### src/rtl/frogger_pkg.sv
// Shared keycode constants, direction/state types and decode helpers for the frog key controller.
// KEY_AUTOREPEAT_EN adds the HOLD state used for press-and-hold auto-repeat.
package frogger_pkg;

    localparam logic [15:0] KEY_LEFT  = 16'h0050;
    localparam logic [15:0] KEY_RIGHT = 16'h004F;
    localparam logic [15:0] KEY_UP    = 16'h0052;
    localparam logic [15:0] KEY_DOWN  = 16'h0051;
    localparam logic [15:0] KEY_FROG1 = 16'h0059;
    localparam logic [15:0] KEY_FROG2 = 16'h005A;
    localparam logic [15:0] KEY_FROG3 = 16'h005B;

    typedef enum logic [1:0] {DIR_UP, DIR_DOWN, DIR_LEFT, DIR_RIGHT} dir_t;

`ifdef KEY_AUTOREPEAT_EN
    typedef enum logic [1:0] {ST_IDLE, ST_FIRE, ST_HOLD} key_state_t;
`else
    typedef enum logic {ST_IDLE, ST_FIRE} key_state_t;
`endif

    typedef struct packed {
        logic valid;
        dir_t dir;
    } arrow_t;

    function automatic arrow_t decode_arrow(input logic [15:0] kc);
        arrow_t a;
        a.valid = 1'b1;
        a.dir   = DIR_UP;
        case (kc)
            KEY_LEFT:  a.dir = DIR_LEFT;
            KEY_RIGHT: a.dir = DIR_RIGHT;
            KEY_UP:    a.dir = DIR_UP;
            KEY_DOWN:  a.dir = DIR_DOWN;
            default:   a.valid = 1'b0;
        endcase
        return a;
    endfunction

    // LED order is {left, up, down, right}
    function automatic logic [3:0] dir_to_led(input dir_t d);
        logic [3:0] led;
        case (d)
            DIR_LEFT:  led = 4'b1000;
            DIR_UP:    led = 4'b0100;
            DIR_DOWN:  led = 4'b0010;
            default:   led = 4'b0001;
        endcase
        return led;
    endfunction

endpackage

### src/rtl/frogger_key_ctrl_frame_tick_gen.sv
// Rising-edge detector on the Clk-domain frame_clk level; emits a one-cycle frame_tick.
module frame_tick_gen (
    input  logic clk_i,
    input  logic rst_ni,
    input  logic frame_clk_i,
    output logic frame_tick_o
);

    logic frame_clk_q;

    always_ff @(posedge clk_i) begin
        if (!rst_ni) begin
            frame_clk_q <= 1'b0;
        end else begin
            frame_clk_q <= frame_clk_i;
        end
    end

    assign frame_tick_o = frame_clk_i & ~frame_clk_q;

endmodule

### src/rtl/frogger_key_ctrl.sv
// Turns the raw USB keycode into frame-aligned one-shot frog moves and a sticky frog select.
// Define KEY_AUTOREPEAT_EN to enable press-and-hold auto-repeat (HOLD state and frame counter).
module frogger_key_ctrl
    import frogger_pkg::*;
#(
    parameter int unsigned REPEAT_DELAY = 20,
    parameter int unsigned REPEAT_RATE  = 8
) (
    input  logic        Clk,
    input  logic        Reset_n,
    input  logic [15:0] keycode,
    input  logic        frame_clk,
    output logic        up,
    output logic        down,
    output logic        left,
    output logic        right,
    output logic [1:0]  frog_sel,
    output logic [2:0]  frog_active,
    output logic [3:0]  last_dir
);

    if (REPEAT_DELAY < 1 || REPEAT_DELAY > 63) begin : g_bad_delay
        $error("REPEAT_DELAY must be within 1..63");
    end
    if (REPEAT_RATE < 1 || REPEAT_RATE > 63) begin : g_bad_rate
        $error("REPEAT_RATE must be within 1..63");
    end

    logic       frame_tick;
    arrow_t     dec_q, dec_prev_q;
    logic       new_press;
    logic       pend_valid_q, pend_valid_d;
    dir_t       pend_dir_q, pend_dir_d;
    key_state_t state_q, state_d;
    dir_t       dir_q, dir_d;
    logic [3:0] last_dir_q, last_dir_d;
    logic [1:0] frog_sel_q, frog_sel_d;
    logic       consume;

    frame_tick_gen u_frame_tick_gen (
        .clk_i       (Clk),
        .rst_ni      (Reset_n),
        .frame_clk_i (frame_clk),
        .frame_tick_o(frame_tick)
    );

    assign new_press = dec_q.valid && (dec_q != dec_prev_q);

`ifdef KEY_AUTOREPEAT_EN
    localparam logic [5:0] DELAY6 = 6'(REPEAT_DELAY);
    localparam logic [5:0] RATE6  = 6'(REPEAT_RATE);

    logic [5:0] frame_cnt_q, frame_cnt_d;
    logic       held_same;

    assign held_same = dec_q.valid && (dec_q.dir == dir_q);

    always_ff @(posedge Clk) begin
        if (!Reset_n) begin
            frame_cnt_q <= '0;
        end else begin
            frame_cnt_q <= frame_cnt_d;
        end
    end
`endif

    always_comb begin
        frog_sel_d = frog_sel_q;
        case (keycode)
            KEY_FROG1: frog_sel_d = 2'd1;
            KEY_FROG2: frog_sel_d = 2'd2;
            KEY_FROG3: frog_sel_d = 2'd3;
            default:   frog_sel_d = frog_sel_q;
        endcase
    end

    always_comb begin
        state_d    = state_q;
        dir_d      = dir_q;
        last_dir_d = last_dir_q;
        consume    = 1'b0;
`ifdef KEY_AUTOREPEAT_EN
        frame_cnt_d = frame_cnt_q;
`endif
        // The counter is loaded on entry to FIRE (DELAY for a press, RATE for a repeat)
        // so FIRE->HOLD carries the right reload value forward unchanged.
        case (state_q)
            ST_IDLE: begin
                if (frame_tick && pend_valid_q) begin
                    consume = 1'b1;
                    if (frog_sel_q != 2'd0) begin
                        state_d    = ST_FIRE;
                        dir_d      = pend_dir_q;
                        last_dir_d = dir_to_led(pend_dir_q);
`ifdef KEY_AUTOREPEAT_EN
                        frame_cnt_d = DELAY6;
`endif
                    end
                end
            end
            ST_FIRE: begin
                if (frame_tick) begin
                    if (pend_valid_q) begin
                        consume    = 1'b1;
                        dir_d      = pend_dir_q;
                        last_dir_d = dir_to_led(pend_dir_q);
`ifdef KEY_AUTOREPEAT_EN
                        frame_cnt_d = DELAY6;
                    end else if (held_same) begin
                        state_d = ST_HOLD;
`endif
                    end else begin
                        state_d = ST_IDLE;
                    end
                end
            end
`ifdef KEY_AUTOREPEAT_EN
            ST_HOLD: begin
                if (frame_tick) begin
                    if (pend_valid_q) begin
                        consume     = 1'b1;
                        state_d     = ST_FIRE;
                        dir_d       = pend_dir_q;
                        last_dir_d  = dir_to_led(pend_dir_q);
                        frame_cnt_d = DELAY6;
                    end else if (!held_same) begin
                        state_d = ST_IDLE;
                    end else if (frame_cnt_q <= 6'd1) begin
                        state_d     = ST_FIRE;
                        frame_cnt_d = RATE6;
                    end else begin
                        frame_cnt_d = frame_cnt_q - 6'd1;
                    end
                end
            end
`endif
            default: state_d = ST_IDLE;
        endcase
    end

    always_comb begin
        pend_valid_d = pend_valid_q;
        pend_dir_d   = pend_dir_q;
        if (new_press) begin
            pend_valid_d = 1'b1;
            pend_dir_d   = dec_q.dir;
        end else if (consume) begin
            pend_valid_d = 1'b0;
        end
    end

    always_ff @(posedge Clk) begin
        if (!Reset_n) begin
            dec_q        <= '0;
            dec_prev_q   <= '0;
            pend_valid_q <= 1'b0;
            pend_dir_q   <= DIR_UP;
            state_q      <= ST_IDLE;
            dir_q        <= DIR_UP;
            last_dir_q   <= '0;
            frog_sel_q   <= '0;
        end else begin
            dec_q        <= decode_arrow(keycode);
            dec_prev_q   <= dec_q;
            pend_valid_q <= pend_valid_d;
            pend_dir_q   <= pend_dir_d;
            state_q      <= state_d;
            dir_q        <= dir_d;
            last_dir_q   <= last_dir_d;
            frog_sel_q   <= frog_sel_d;
        end
    end

    always_comb begin
        case (frog_sel_q)
            2'd1:    frog_active = 3'b001;
            2'd2:    frog_active = 3'b010;
            2'd3:    frog_active = 3'b100;
            default: frog_active = 3'b000;
        endcase
    end

    assign up       = (state_q == ST_FIRE) && (dir_q == DIR_UP);
    assign down     = (state_q == ST_FIRE) && (dir_q == DIR_DOWN);
    assign left     = (state_q == ST_FIRE) && (dir_q == DIR_LEFT);
    assign right    = (state_q == ST_FIRE) && (dir_q == DIR_RIGHT);
    assign frog_sel = frog_sel_q;
    assign last_dir = last_dir_q;

endmodule

### config.mk
export PLATFORM = sky130hd
export DESIGN_NAME = frogger_key_ctrl
export DESIGN_NICKNAME = d
export VERILOG_FILES = /design/src/rtl/frogger_pkg.sv /design/src/rtl/frogger_key_ctrl_frame_tick_gen.sv /design/src/rtl/frogger_key_ctrl.sv
export SDC_FILE = /design/constraint.sdc
export NUM_CORES = 1
export LEC_CHECK = 0
export CORE_ASPECT_RATIO = 1.1
export CORE_MARGIN = 1.5
export CORE_UTILIZATION = 40
export DETAILED_ROUTE_END_ITERATION = 10
export GPL_TIMING_DRIVEN = 0
export HOLD_SLACK_MARGIN = 0.03
export PLACE_DENSITY = 0.84
export SLEW_MARGIN = 10
export SYNTH_ARGS = -nofsm -noshare
export SYNTH_HDL_FRONTEND = slang
export SYNTH_SLANG_ARGS = --single-unit
### constraint.sdc
create_clock -name Clk -period 1.1 [get_ports Clk]
set_input_delay 0.165 -clock Clk [delete_from_list [all_inputs] [get_ports Clk]]
set_output_delay 0.165 -clock Clk [all_outputs]
set_load 0.05 [all_outputs]
==> results.yml <==
status:
  violations: "negative setup slack"
  outcome: "finished, violations left"
yosys:
  synthDistinctLibCells: 39
  avgSynthCellArea_um2: 9.522
  ys_warn_count: 0
  synth_xor_area_share_pct: 2.760
  synth.area.mux_share_pct: 0
  synth_top_area_share_pct: 39.95
  synth.area.top_cells: "dfxtp_1 (40%), a21boi_0 (4.7%), nor4_4 (4.5%), o21ai_0 (3.2%), nor3b_1 (3.2%)"
  synth-simple-area-share_pct: 33.64
  synthAdderAreaFrac_pct: 0
  synth_compound_area_share_pct: 21.29
  synth_top_area_cell: "dfxtp_1"
  syn-cell-area_um2: 952.2
  syn_nets: 119
  ys_ff_latch: 19
  syn_inst: 100
  synth_top_family_by_area: "simple AND/OR/NAND/NOR gates"
  yosysSeqAreaShare_pct: 39.95
setup_path:
  cp_max_fo: 5
  worstPathCellList: "inv_1, nor2_4, buf_6"
  required_ns: 0.94
  worstPathArrival_ns: 1.08
  crit_type: "reg2out"
  cpPeakStageDelay_ns: 0.40
  end_kind: "output port"
  crit_slowest_cell: "dfxtp_4"
  worstSetupStartpointType: "flop"
route:
  vias_per_cell: 5.570
  drtIter0Drc: 11
  firstDrtPassIters: 4
  ant_nets: 0
  postRouteWirelength_um: 2191
  wl_per_cell_um: 13.28
  drc_errors: 0
  dr_total_vias: 919
finish:
  final_common_cell: "dfxtp_1"
  layout.cells.non_filler: 165
  areaGrowthSynthToFinish_pct: 49.15
  drive_above_1_share_pct: 31.11
  layout_common_cells: "dfxtp_1 (13), clkdlybuf4s50_1 (9), buf_6 (7)"
  diodes: 0
  post-route-util_pct: 63.06
  fin_nets: 155
  design_area_mm2: 0.001420
pwr:
  irDropWorstVdd_uv: 467.7
  power.density_mw_per_mm2: 816.4
  p_total_mw: 1.159
  p_leak_nw: 0.5399
die:
  dieArea_mm2: 0.002683
  die_w_um: 49.52
  pin_count: 32
  start_util_pct: 42.28
  rows: 18
  core_area_mm2: 0.002252
  die_h_um: 54.17
cts:
  cts_buffer_depth: 2
  cts-root-buf: "clkbuf_4"
  clk_latency_ns: 0.30
  clk_pin_slew_ns: 0.12
  htreeDepth: 1
  cts_buffers: 3
  cts_num_sinks: 19
  holdBufCountCts: 0
  cts_tree: "built"
job:
  max-cap-violations: 0
grt:
  grt_pass1_vias: 891
  antenna_found_initial: 0
  gr-total-overflow: 0
  grtUsageTotal_pct: 17.86
  grt_pass1_wl_um: 3608
  grt_start_max_net_pins: 12
min_path:
  hold_class: "in2reg"
sta:
  relSlewSlack_pct: 75.41
  tightest_slew_ns: 0.3688
  final-hold-violation-count: 0
  fin_crit_sh_pct: 113.3
  rsz0062_at_grt: "true"
  fin_crit_ns: 1.246
  setup_slack_ns: -0.1464
  max_freq_ghz: 0.8023
  setup_viol: 13
  maxSlewViolCount: 0
  fin_skew_ns: 0.01010
place:
  gp_congestion: 0.7387
  placed_area_mm2: 0.001328
  place_worst_setup_slack_ns: -0.4877
  port_buffers: 30
  dp_hpwl_um: 1645
  dp.cells: 160
==> Yosys cell counts <==
cell / number
a2111o_1: 1
nor4_4: 2
nand2_1: 2
nor2b_1: 1
nand2b_1: 4
clkbuf_1: 2
nand4_1: 4
or3_2: 1
and3_2: 1
a32o_1: 1
nand3_1: 5
o22ai_1: 1
and3b_1: 2
nor4b_1: 1
a41oi_1: 1
nand3b_1: 1
nand4b_1: 2
a41o_1: 1
xor2_1: 1
a21boi_1: 1
a211oi_1: 1
a21o_1: 2
nor3_2: 1
o21a_1: 1
nor3b_1: 4
and4_1: 1
nor2_1: 3
inv_1: 4
and3b_2: 1
and4b_1: 2
o221a_2: 1
a21oi_1: 5
dfxtp_1: 19
o31ai_1: 1
a21boi_0: 6
o21ai_0: 6
xnor2_1: 2
and2_1: 4
or4_1: 1
==> cells by family after synthesis <==
group | Yosys count
simple gates | 43
compound gates | 29
buf+inv | 6
flops | 19
xor+xnor | 3
==> timing repair <==
item                       CTS  global route
setup buffers                1             0
pin swaps                    5             3
resized for setup           96            15
cloned                       0             0
setup endpoints to repair   25            24
==> critical path, delay by kind of cell (launching register included) <==
kind / cells / cell delay (ns)
DFF: 1 / 0.40
buffers and inverters: 2 / 0.28
and+or+nand+nor: 1 / 0.11
==> through the flow <==
stage          setup TNS, ns  hold slack, ns
2_1_floorplan        -0.8503          0.2867
3_3_place_gp          -7.654          0.4388
3_5_place_dp          -7.992          0.4624
4_1_cts               -1.539          0.2170
5_1_grt               -1.907          0.2346
6_report             -0.9908          0.2223
==> power by group <==
group / internal [mW] / switching, mW / total (mW)
Combinational: 0.0667 / 0.0503 / 0.117
Clock: 0.136 / 0.228 / 0.364
Sequential: 0.678 / 0.000876 / 0.678
==> layer usage <==
layer / GRT usage, % / share of wire [%]
met4: 8.333 / 0.37
met2: 37.33 / 58
met1: 17.15 / 36
met5: 0 / 0
met3: 2.778 / 5.0
==> cell type report <==
class / count / area, µm²
clock buffer: 3 / 22.52
fill: 180 / 832.0
tap: 30 / 37.54
timing repair buffer: 31 / 301.5
clock inverter: 1 / 5.005
sequential: 19 / 400.4
multi-input combinational: 75 / 630.6
inverter: 4 / 15.01
buffer: 2 / 7.507
==> final timing paths <==
check	from	endpoint	slack, ns	depth (start not counted)
setup reg to reg	frog_sel[1]$_SDFFE_PN0P_	last_dir[2]$_SDFFE_PN0P_	-0.07	3
setup / recovery	frog_sel[0]$_SDFFE_PN0P_	frog_active[0]	-0.15	3
hold reg to reg	last_dir[0]$_SDFFE_PN0P_	last_dir[0]$_SDFFE_PN0P_	0.49	2
hold / removal	Reset_n	pend_dir_q[1]$_SDFFE_PN0P_	0.22	3
==> registers in the layout (all words and copies together) (netlist names) <==
register and flops:
state_q 1, dec_prev_q 3, dec_q 3, pend_valid_q 1
pend_dir_q 2, dir_q 2, u_frame_tick_gen.frame_clk_q 1, last_dir 4
frog_sel 2
No activity file was read; power rests on OpenSTA's default activity.
